## src/rtl/priscv_rf_pkg.sv

```systemverilog
`default_nettype none
// ============================================================================
//  Module     : priscv_rf_pkg
//  Description: Shared constants and types for the integer register file and
//               its pending-write scoreboard.
//  Revision   : 1.0  initial release
// ============================================================================
package priscv_rf_pkg;

    localparam int XLEN_DEF  = 32;
    localparam int NREGS_DEF = 32;
    localparam int AW_DEF    = $clog2(NREGS_DEF);

    // Architectural register 0 is hardwired to zero
    localparam logic [AW_DEF-1:0] REG_ZERO = '0;

    typedef logic [AW_DEF-1:0]   reg_addr_t;
    typedef logic [XLEN_DEF-1:0] xword_t;

endpackage : priscv_rf_pkg
`default_nettype wire

```

## src/rtl/rf_scoreboard.sv

```systemverilog
`default_nettype none
// ============================================================================
//  Module     : rf_scoreboard
//  Description: One busy bit per architectural register. Writebacks clear
//               bits, accepted issues set them (set wins on the same reg).
//               Produces the issue handshake and a registered busy count.
//  Revision   : 1.0  initial release
// ============================================================================
module rf_scoreboard
    import priscv_rf_pkg::*;
#(
    parameter  int NREGS = NREGS_DEF,
    parameter  int NWP   = 2,
    localparam int AW    = $clog2(NREGS)
) (
    input  logic              clk,
    input  logic              reset,
    input  logic [NWP-1:0]    wen_i,
    input  logic [NWP*AW-1:0] waddr_i,
    input  logic              iss_valid_i,
    input  logic [AW-1:0]     iss_addr_i,
    output logic              iss_ready_o,
    output logic [NREGS-1:0]  busy_o,
    output logic [AW:0]       busy_cnt_o
);

    logic [NREGS-1:0] busy_q;
    logic [NREGS-1:0] busy_d;
    logic [AW:0]      cnt_q;
    logic [AW:0]      cnt_d;
    logic             w_wb_hits_iss;
    logic             w_iss_is_zero;

    assign w_iss_is_zero = (iss_addr_i == AW'(REG_ZERO));

    // Issue is accepted when the destination is free, is being retired this
    // cycle (WAW resolved by the writeback), or is the zero register
    always_comb begin
        w_wb_hits_iss = 1'b0;
        for (int j = 0; j < NWP; j++) begin
            if (wen_i[j] && (waddr_i[j*AW +: AW] == iss_addr_i)) begin
                w_wb_hits_iss = 1'b1;
            end
        end
        iss_ready_o = ~busy_q[iss_addr_i] | w_wb_hits_iss | w_iss_is_zero;
    end

    // Next busy vector: clears first, then the accepted issue sets; the
    // count tracks the popcount of the vector it is registered alongside
    always_comb begin
        busy_d = busy_q;
        for (int j = 0; j < NWP; j++) begin
            if (wen_i[j]) begin
                busy_d[waddr_i[j*AW +: AW]] = 1'b0;
            end
        end
        if (iss_valid_i && iss_ready_o && !w_iss_is_zero) begin
            busy_d[iss_addr_i] = 1'b1;
        end
        busy_d[0] = 1'b0;
        cnt_d = '0;
        for (int r = 0; r < NREGS; r++) begin
            cnt_d = cnt_d + {{AW{1'b0}}, busy_d[r]};
        end
    end

    // Busy vector and count registers
    always_ff @(posedge clk) begin
        if (reset) begin
            busy_q <= '0;
            cnt_q  <= '0;
        end else begin
            busy_q <= busy_d;
            cnt_q  <= cnt_d;
        end
    end

    assign busy_o     = busy_q;
    assign busy_cnt_o = cnt_q;

endmodule : rf_scoreboard
`default_nettype wire

```

## src/rtl/regfile_mp_sb.sv

```systemverilog
`default_nettype none
// ============================================================================
//  Module     : regfile_mp_sb
//  Description: Multi-port integer register file (NRP read, NWP write) with
//               an integrated pending-write scoreboard. Register 0 reads 0.
//               Optional feature macro: PRISCV_RF_BYPASS_EN forwards same-
//               cycle writeback data to the read ports.
//  Revision   : 1.0  initial release
// ============================================================================
module regfile_mp_sb
    import priscv_rf_pkg::*;
#(
    parameter  int XLEN  = XLEN_DEF,
    parameter  int NREGS = NREGS_DEF,
    parameter  int NRP   = 2,
    parameter  int NWP   = 2,
    localparam int AW    = $clog2(NREGS)
) (
    input  logic                clk,
    input  logic                reset,
    input  logic [NRP*AW-1:0]   raddr,
    output logic [NRP*XLEN-1:0] rdata,
    output logic [NRP-1:0]      rd_busy,
    input  logic [NWP-1:0]      wen,
    input  logic [NWP*AW-1:0]   waddr,
    input  logic [NWP*XLEN-1:0] wdata,
    input  logic                iss_valid,
    input  logic [AW-1:0]       iss_addr,
    output logic                iss_ready,
    output logic [AW:0]         busy_cnt
);

    logic [XLEN-1:0]  regs_q [NREGS];
    logic [NREGS-1:0] w_busy;
    logic [NRP-1:0]   w_fwd_hit;

    // Storage: ports applied in index order so the highest port wins on a
    // shared address; register 0 is never written
    always_ff @(posedge clk) begin
        if (reset) begin
            for (int r = 0; r < NREGS; r++) begin
                regs_q[r] <= '0;
            end
        end else begin
            for (int j = 0; j < NWP; j++) begin
                if (wen[j] && (waddr[j*AW +: AW] != AW'(REG_ZERO))) begin
                    regs_q[waddr[j*AW +: AW]] <= wdata[j*XLEN +: XLEN];
                end
            end
        end
    end

    // Read muxes, optional writeback forwarding, and RAW hazard flags
    always_comb begin
        rdata     = '0;
        rd_busy   = '0;
        w_fwd_hit = '0;
        for (int i = 0; i < NRP; i++) begin
            if (raddr[i*AW +: AW] != AW'(REG_ZERO)) begin
                rdata[i*XLEN +: XLEN] = regs_q[raddr[i*AW +: AW]];
`ifdef PRISCV_RF_BYPASS_EN
                for (int j = 0; j < NWP; j++) begin
                    if (wen[j] && (waddr[j*AW +: AW] == raddr[i*AW +: AW])) begin
                        rdata[i*XLEN +: XLEN] = wdata[j*XLEN +: XLEN];
                        w_fwd_hit[i]          = 1'b1;
                    end
                end
`endif
            end
            rd_busy[i] = w_busy[raddr[i*AW +: AW]] & ~w_fwd_hit[i];
        end
    end

    rf_scoreboard #(
        .NREGS (NREGS),
        .NWP   (NWP)
    ) u_scoreboard (
        .clk         (clk),
        .reset       (reset),
        .wen_i       (wen),
        .waddr_i     (waddr),
        .iss_valid_i (iss_valid),
        .iss_addr_i  (iss_addr),
        .iss_ready_o (iss_ready),
        .busy_o      (w_busy),
        .busy_cnt_o  (busy_cnt)
    );

endmodule : regfile_mp_sb
`default_nettype wire

```

## config.mk

```make
export PLATFORM = sky130hd
export DESIGN_NAME = regfile_mp_sb
export DESIGN_NICKNAME = d
export VERILOG_FILES = /design/src/rtl/priscv_rf_pkg.sv /design/src/rtl/rf_scoreboard.sv /design/src/rtl/regfile_mp_sb.sv
export SDC_FILE = /design/constraint.sdc
export NUM_CORES = 2
export LEC_CHECK = 0
export CAP_MARGIN = 15
export CORE_MARGIN = 5
export CORE_UTILIZATION = 40
export CTS_CLUSTER_SIZE = 12
export DETAILED_ROUTE_END_ITERATION = 8
export SLEW_MARGIN = 5
export SYNTH_ARGS = -nofsm -noshare
export SYNTH_HDL_FRONTEND = slang
export SYNTH_SLANG_ARGS = --single-unit
```

## constraint.sdc

```tcl
create_clock -name clk -period 8.3 [get_ports clk]
set_input_delay 1.66 -clock clk [delete_from_list [all_inputs] [get_ports clk]]
set_output_delay 1.66 -clock clk [all_outputs]
set_load 0.02 [all_outputs]
```

; Yosys cells after proc, flatten, opt, wreduce, memory -nomap -nowiden
; Memory sizes are Yosys's and may differ from the RTL's.
; Index checks and enable logic that the tools add are counted.
[op_classes]
add_sub_neg = 30
n_mul = 0
n_div = 0
order_cmp = 8
eq_ne = 2
shift = 0
n_mux = 33
bitwise = 8
n_reduce_logical = 17
[ops]
columns = cell, n
row1 = 32-bit 2-to-1 mux, 7
row2 = 6-bit by 1-bit adder with 6-bit output, 29
row3 = 32-bit bitwise AND, 2
row4 = 32-bit inverter, 2
row5 = 32-bit OR reduction, 2
row6 = 32-bit OR, 1
row7 = "5-bit by 6-bit less-than comparator with 1-bit output, second input constant", 5
row8 = 5-bit nonzero test, 4
row9 = 1-bit 2-to-1 mux, 18
row10 = 1-bit binary-select mux with 5-bit select, 3
row11 = 1-bit demux with 5-bit select, 3
row12 = "5-bit by 1-bit >= comparator with 1-bit output, second input constant", 3
row13 = 5-bit equality test, 2
row14 = 5-bit 2-to-1 mux, 2
row15 = 1-bit logical AND, 9
row16 = 5-bit logical NOT, 1
row17 = 1-bit by 1-bit adder with 2-bit output, 1
row18 = 1-bit OR, 2
row19 = 1-bit logical NOT, 1
row20 = 1-bit inverter, 1
[word_totals]
regBits = 38
latchBits = 0
ram_bits = 1024
rom_bits = 0
inputBits = 94
out_inout_bits = 73
elab_cells = 102
memories = 1
[memory_table]
columns = memory, words, width, read_ports, rd_ports_with_merged_regs, write_ports, line
row1 = regs_q, 32, 32, 2, 0, 32, regfile_mp_sb.sv:33  ; logic [XLEN-1:0] regs_q [NREGS];

; Logic depth before layout (Yosys ltp)
[logic_depth]
depth_word = 41
ltp_mapped = 28
ltp_nobuf = 24

; Hierarchy
; From an unflattened synthesis, not the netlist that was laid out.
[unflattened]
hier_cells = 4320
hier_area_um2 = 62248.5
[modules_own_cells]
columns = module, n_inst, cells_per_inst, area_each_um2, seq_area_each_um2
row1 = regfile_mp_sb, 1, 3927, 58869.0, 30749.5
row2 = rf_scoreboard, 1, 393, 3379.5, 740.7

; Worst setup path before layout
; No wires, ideal clock.
[synth_timing]
kind = input -> register
startpoint = input port iss_addr[0]
endpoint = register u_scoreboard.cnt_q[4] (netlist: u_scoreboard.busy_cnt_o[4])
setup_time_ps = 130
t_arrival_ps = 7542
required_ps = 8170
path_slack_ps = 628
path_stages = 26
path_buffers = 4
path_cell_list = buf_2 > buf_4 > mux2i_1 > a22oi_1 > a21o_1 > and3_1 > buf_6 > buf_4 > o31ai_1 > ha_1 > inv_1 > fa_1 > fa_1 > fa_1 > inv_1 > fa_1 > inv_1 > fa_1 > fa_1 > inv_1 > ha_1 > fa_1 > a21o_1 > a21oi_1 > xor2_1 > nor2_1
[synth_via]
elab_chain_len = 39
word_cells_on_any_way = 52
cone_classes = 30 x add/sub / 2 x order compare / 2 x eq/ne / 7 x mux / 4 x bitwise / 7 x reduce/logical
[synth_lines]
columns = item, line
row1 = from (decl), regfile_mp_sb.sv:28  ; input logic [AW-1:0] iss_addr,
row2 = "parallel branches: the longest is 8 deep, another holds 5-bit by 6-bit less-than comparator with 1-bit output", n/a
row3 = 32-bit 2-to-1 mux (*), rf_scoreboard.sv:57  ; if (iss_valid_i && iss_ready_o && !w_iss_is_zero) begin
row4 = via u_scoreboard.busy_d[1], rf_scoreboard.sv:28  ; logic [NREGS-1:0] busy_d;
row5 = 1-bit by 1-bit adder with 2-bit output (*), rf_scoreboard.sv:63  ; cnt_d = cnt_d + {{AW{1'b0}}, busy_d[r]};
row6 = 6-bit by 1-bit adder with 6-bit output (*) (29 in series), rf_scoreboard.sv:63
row7 = to (signal assigned), rf_scoreboard.sv:74  ; cnt_q <= cnt_d;
row8 = to (decl), rf_scoreboard.sv:29  ; logic [AW:0] cnt_q;
; Mark *: on every way through the listed nets, which the timed path passes. The select of a mux whose other input is x is not followed.
; A chain may end at the register's enable or synchronous reset.

; Worst setup path after layout
[layout_timing]
startpoint = input port iss_addr[0]
endpoint = register u_scoreboard.cnt_q[4] (netlist: u_scoreboard.busy_cnt_o[4])
[layout_via]
word_cells_on_any_way = 52
cone_classes = 30 x add/sub / 2 x order compare / 2 x eq/ne / 7 x mux / 4 x bitwise / 7 x reduce/logical
[layout_rtl]
columns = item, line
row1 = "parallel branches: the longest is 8 deep, another holds 5-bit by 6-bit less-than comparator with 1-bit output", n/a
row2 = 32-bit 2-to-1 mux (*), rf_scoreboard.sv:57
row3 = via u_scoreboard.busy_d[29], rf_scoreboard.sv:28
row4 = 6-bit by 1-bit adder with 6-bit output (*) (3 in series), rf_scoreboard.sv:63
; Marked as above.

==> flow_summary.ini <==
[critical_path]
cp-end-kind = flip-flop
worst-endpoint-required_ns = 8.90
rr_endpoint = u_scoreboard.busy_cnt_o[4]
worstReg2RegStart = u_scoreboard.busy_o[13]
cp_max_fo = 19
arrival_ns = 8.33
ff2ff_path_depth = 22
path_class = input pin to flip-flop
rrSetupSlack_ns = 1.76
cp-start-kind = input pin

[floorplan]
io_pins = 167
fp-row-count = 144
start_util = 0.402
die_x_um = 403
fp.coreArea_um2 = 154000
die_area_um2 = 162000
die_y_um = 403

[logic_synthesis]
synth.ff_latch_count = 1061
ys_warn_count = 0
avgSynthCellArea_um2 = 15.5
async_flop_share = 0
synthCells = 3977
synth_cell_types = 53
seq_area_frac_synth = 0.510
synth_edf_count = 1024
ys.flop_type = edfxtp_1
netlist_area_um2 = 61800

[timing]
max_freq_ghz = 0.129
setup_slack_ns = 0.575
slew_headroom = 0.127
tightest_slew_ns = 1.31
timing.final.crit_share = 0.931
final-setup-viol-count = 0
fin_skew_ns = 0.0130
slew_violations = 0
whs_ns = 0.594
min_period_ns = 7.73
rsz0062_at_grt = false
timing_hold_violations_final = 0
fin_setup_tns_ns = 0

[hold_path]
whs_path_depth = 2
holdPathEnd = u_scoreboard.busy_o[10]
hp-class = flip-flop to flip-flop
worstHoldStart = u_scoreboard.busy_o[10]

[grt]
grt-ovfl-total = 0
antenna_found_initial = 10
grt_pass1_wl_um = 356000
grt_max_degree = 78
grt_pass1_vias = 44217
grt_use_total = 0.312

[clock_network]
post_cts.repair.setup_buffers = 0
cts_tree = yes
cts_resized = 0
cts_inserted_buffers = 113
clk_pin_slew_worst_paths_ns = 0.06
postCtsHoldBufs = 0
cts.path.max_buffers = 3
cts_htree_levels = 3
clock-root-buffer = clkbuf_16
cts_sinks = 1061
clock_latency_ns = 0.75

[pwr]
switchingPower_w = 0.00358
internal-power_w = 0.00966
ir_worst_vdd_v = 0.000186
p_sw_frac = 0.270
power_frac_comb = 0.157
power.density_nw_per_um2 = 190
seqPwrFrac = 0.479
p_clk_frac = 0.364
p_leak_nw = 23.2

[place]
numPortBuffers = 166
place_ws_ns = -0.0996
hpwl_um = 151000
place_congestion = 0.887
dpl_cell_area_um2 = 66200

[cells_and_area]
final_core_util = 0.454
fill_cells = 13351
layout_common_cells = edfxtp_1 (1024), a22o_1 (992), mux4_2 (659)
final_area_um2 = 69800
final_common_cell = edfxtp_1
drive_gt1_frac = 0.297
final_nets = 4080
syn_to_final_growth_pct = 13.0

[route]
vias = 44655
drc = 0
viasPerCell = 7.33
firstDrtPassIters = 6
drtAntennaViolNets = 0
drt_iter0_drc = 7265
wl_per_cell_um = 42.6
drt_wl_total_um = 259000

[run]
max_cap_viol_count = 0

[run_status]
outcome = complete, no violations
-- flip-flops by register name (all words and copies together), names as in the netlist --
signal / cells
regs_q: 1024
u_scoreboard.busy_cnt_o: 6
u_scoreboard.busy_o: 31
-- power by group through the flow --
stage | clock, W | combinational, W | sequential [W]
finish | 0.00483 | 0.00207 | 0.00634
global route | 0.00506 | 0.00213 | 0.00637
CTS | 0.00484 | 0.00204 | 0.00633
detailed placement | 0 | 0.00203 | 0.00645
global placement | 0 | 0.00202 | 0.00642
floorplan | 0 | 0.00125 | 0.00639
-- worst max path at each step --
| stage | startpoint | end | slack [ns] |
|---|---|---|---|
| 5_1_grt | iss_addr[0] | u_scoreboard.busy_cnt_o[4] | 0.29 |
| 3_5_place_dp | iss_addr[0] | u_scoreboard.busy_cnt_o[4] | -0.1 |
| 3_3_place_gp | iss_addr[0] | u_scoreboard.busy_cnt_o[4] | -0.17 |
| 6_report | iss_addr[0] | u_scoreboard.busy_cnt_o[4] | 0.57 |
| 2_1_floorplan | iss_addr[0] | u_scoreboard.busy_cnt_o[4] | 0.63 |
| 4_1_cts | iss_addr[0] | u_scoreboard.busy_cnt_o[4] | 0.63 |
-- per-layer routing --
metal | part of all wire | vias up | GRT usage | routed length, um
li1 | - | 16793 | - | -
met1 | 0.36 | 23431 | 0.403 | 92700
met2 | 0.45 | 3559 | 0.484 | 117000
met3 | 0.12 | 868 | 0.0797 | 31700
met4 | 0.068 | 4 | 0.169 | 17700
met5 | 0.00012 | - | 0 | 32
-- logic make-up (layout without fill, tap and decap cells) --
group,after synthesis,after routing,share of synthesized area
AOI/OAI and AO/OA,1194,1194,0.163
DFF,1061,1061,0.510
xor gates and xnor gates,13,13,0.00184
adders and majority gates,32,32,0.00928
muxes,676,676,0.243
and+or+nand+nor,298,298,0.0242
other,1,36,0.0000607
buffers and inverters,702,734,0.0488
-- area by class of cell --
cell class                 instances  area [um2]  share of cell area
clock buffer                     146        2950              0.0423
clock inverter                    55         432             0.00618
multi-input combinational       2245       28000               0.401
timing repair buffer             438        4070              0.0583
antenna                            4        10.0            0.000143
inverter                          95         357             0.00511
sequential                      1061       31500               0.451
tap                             2044        2560              0.0366
-- worst max-delay path, cell delays in order --
cell	delay [ns]
clkdlybuf4s50_1	0.66
xor2_1	0.22
nor4_1	0.08
and3_1	0.16
a311oi_1	0.37
and3_2	0.34
buf_12	0.18
o31ai_1	0.11
fa_1	0.54
inv_1	0.05
fa_1	0.54
inv_1	0.05
fa_1	0.47
fa_1	0.58
inv_1	0.06
fa_1	0.46
fa_1	0.50
inv_1	0.05
ha_1	0.21
fa_1	0.45
a21o_1	0.19
a21oi_1	0.16
xor2_1	0.16
nor2_1	0.05
-- stage by stage --
| step | cells | total power, W |
|---|---|---|
| global placement | 5865 | 0.00845 |
| finish | 6088 | 0.0132 |
| global route | 6084 | 0.0136 |
| floorplan | 4008 | 0.00764 |
| detailed placement | 5867 | 0.00848 |
| CTS | 6068 | 0.0132 |
-- synthesized netlist by cell type, types with 3 or more instances --
cell      number  share of area
o22ai_1        7        0.00071
buf_2        146          0.012
dfxtp_1       37          0.012
a211o_1       16         0.0023
nand3_1       14         0.0011
mux2_2         4        0.00073
a21oi_1        6        0.00049
nor2_2         6        0.00061
a21o_1         3        0.00036
fa_1          23         0.0075
a22o_1       992           0.14
and3b_1       10         0.0014
nand2b_1       3        0.00030
nand3b_1      12         0.0015
o31a_1        16         0.0023
or3_1          3        0.00030
o21ai_1       64         0.0052
nand2_1      123         0.0075
nor3b_1        7        0.00085
buf_6         17         0.0031
mux4_2       659           0.24
o32ai_1       21         0.0030
or2_2          3        0.00030
o21ai_0       15         0.0012
clkbuf_1     393          0.024
nor3_1        19         0.0015
nor3_2        14         0.0023
buf_1         33         0.0020
nor2b_1        4        0.00040
nor2_1        56         0.0034
ha_1           9         0.0018
or3b_2         4        0.00057
and3_1         8        0.00081
xnor2_1        3        0.00043
and2_1         5        0.00051
xor2_1        10         0.0014
a22oi_1       31         0.0038
inv_1         95         0.0058
edfxtp_1    1024           0.50
o31ai_1       16         0.0019
mux2i_1       13         0.0021
buf_4         18         0.0022
Power figures use the tool's default switching activity.
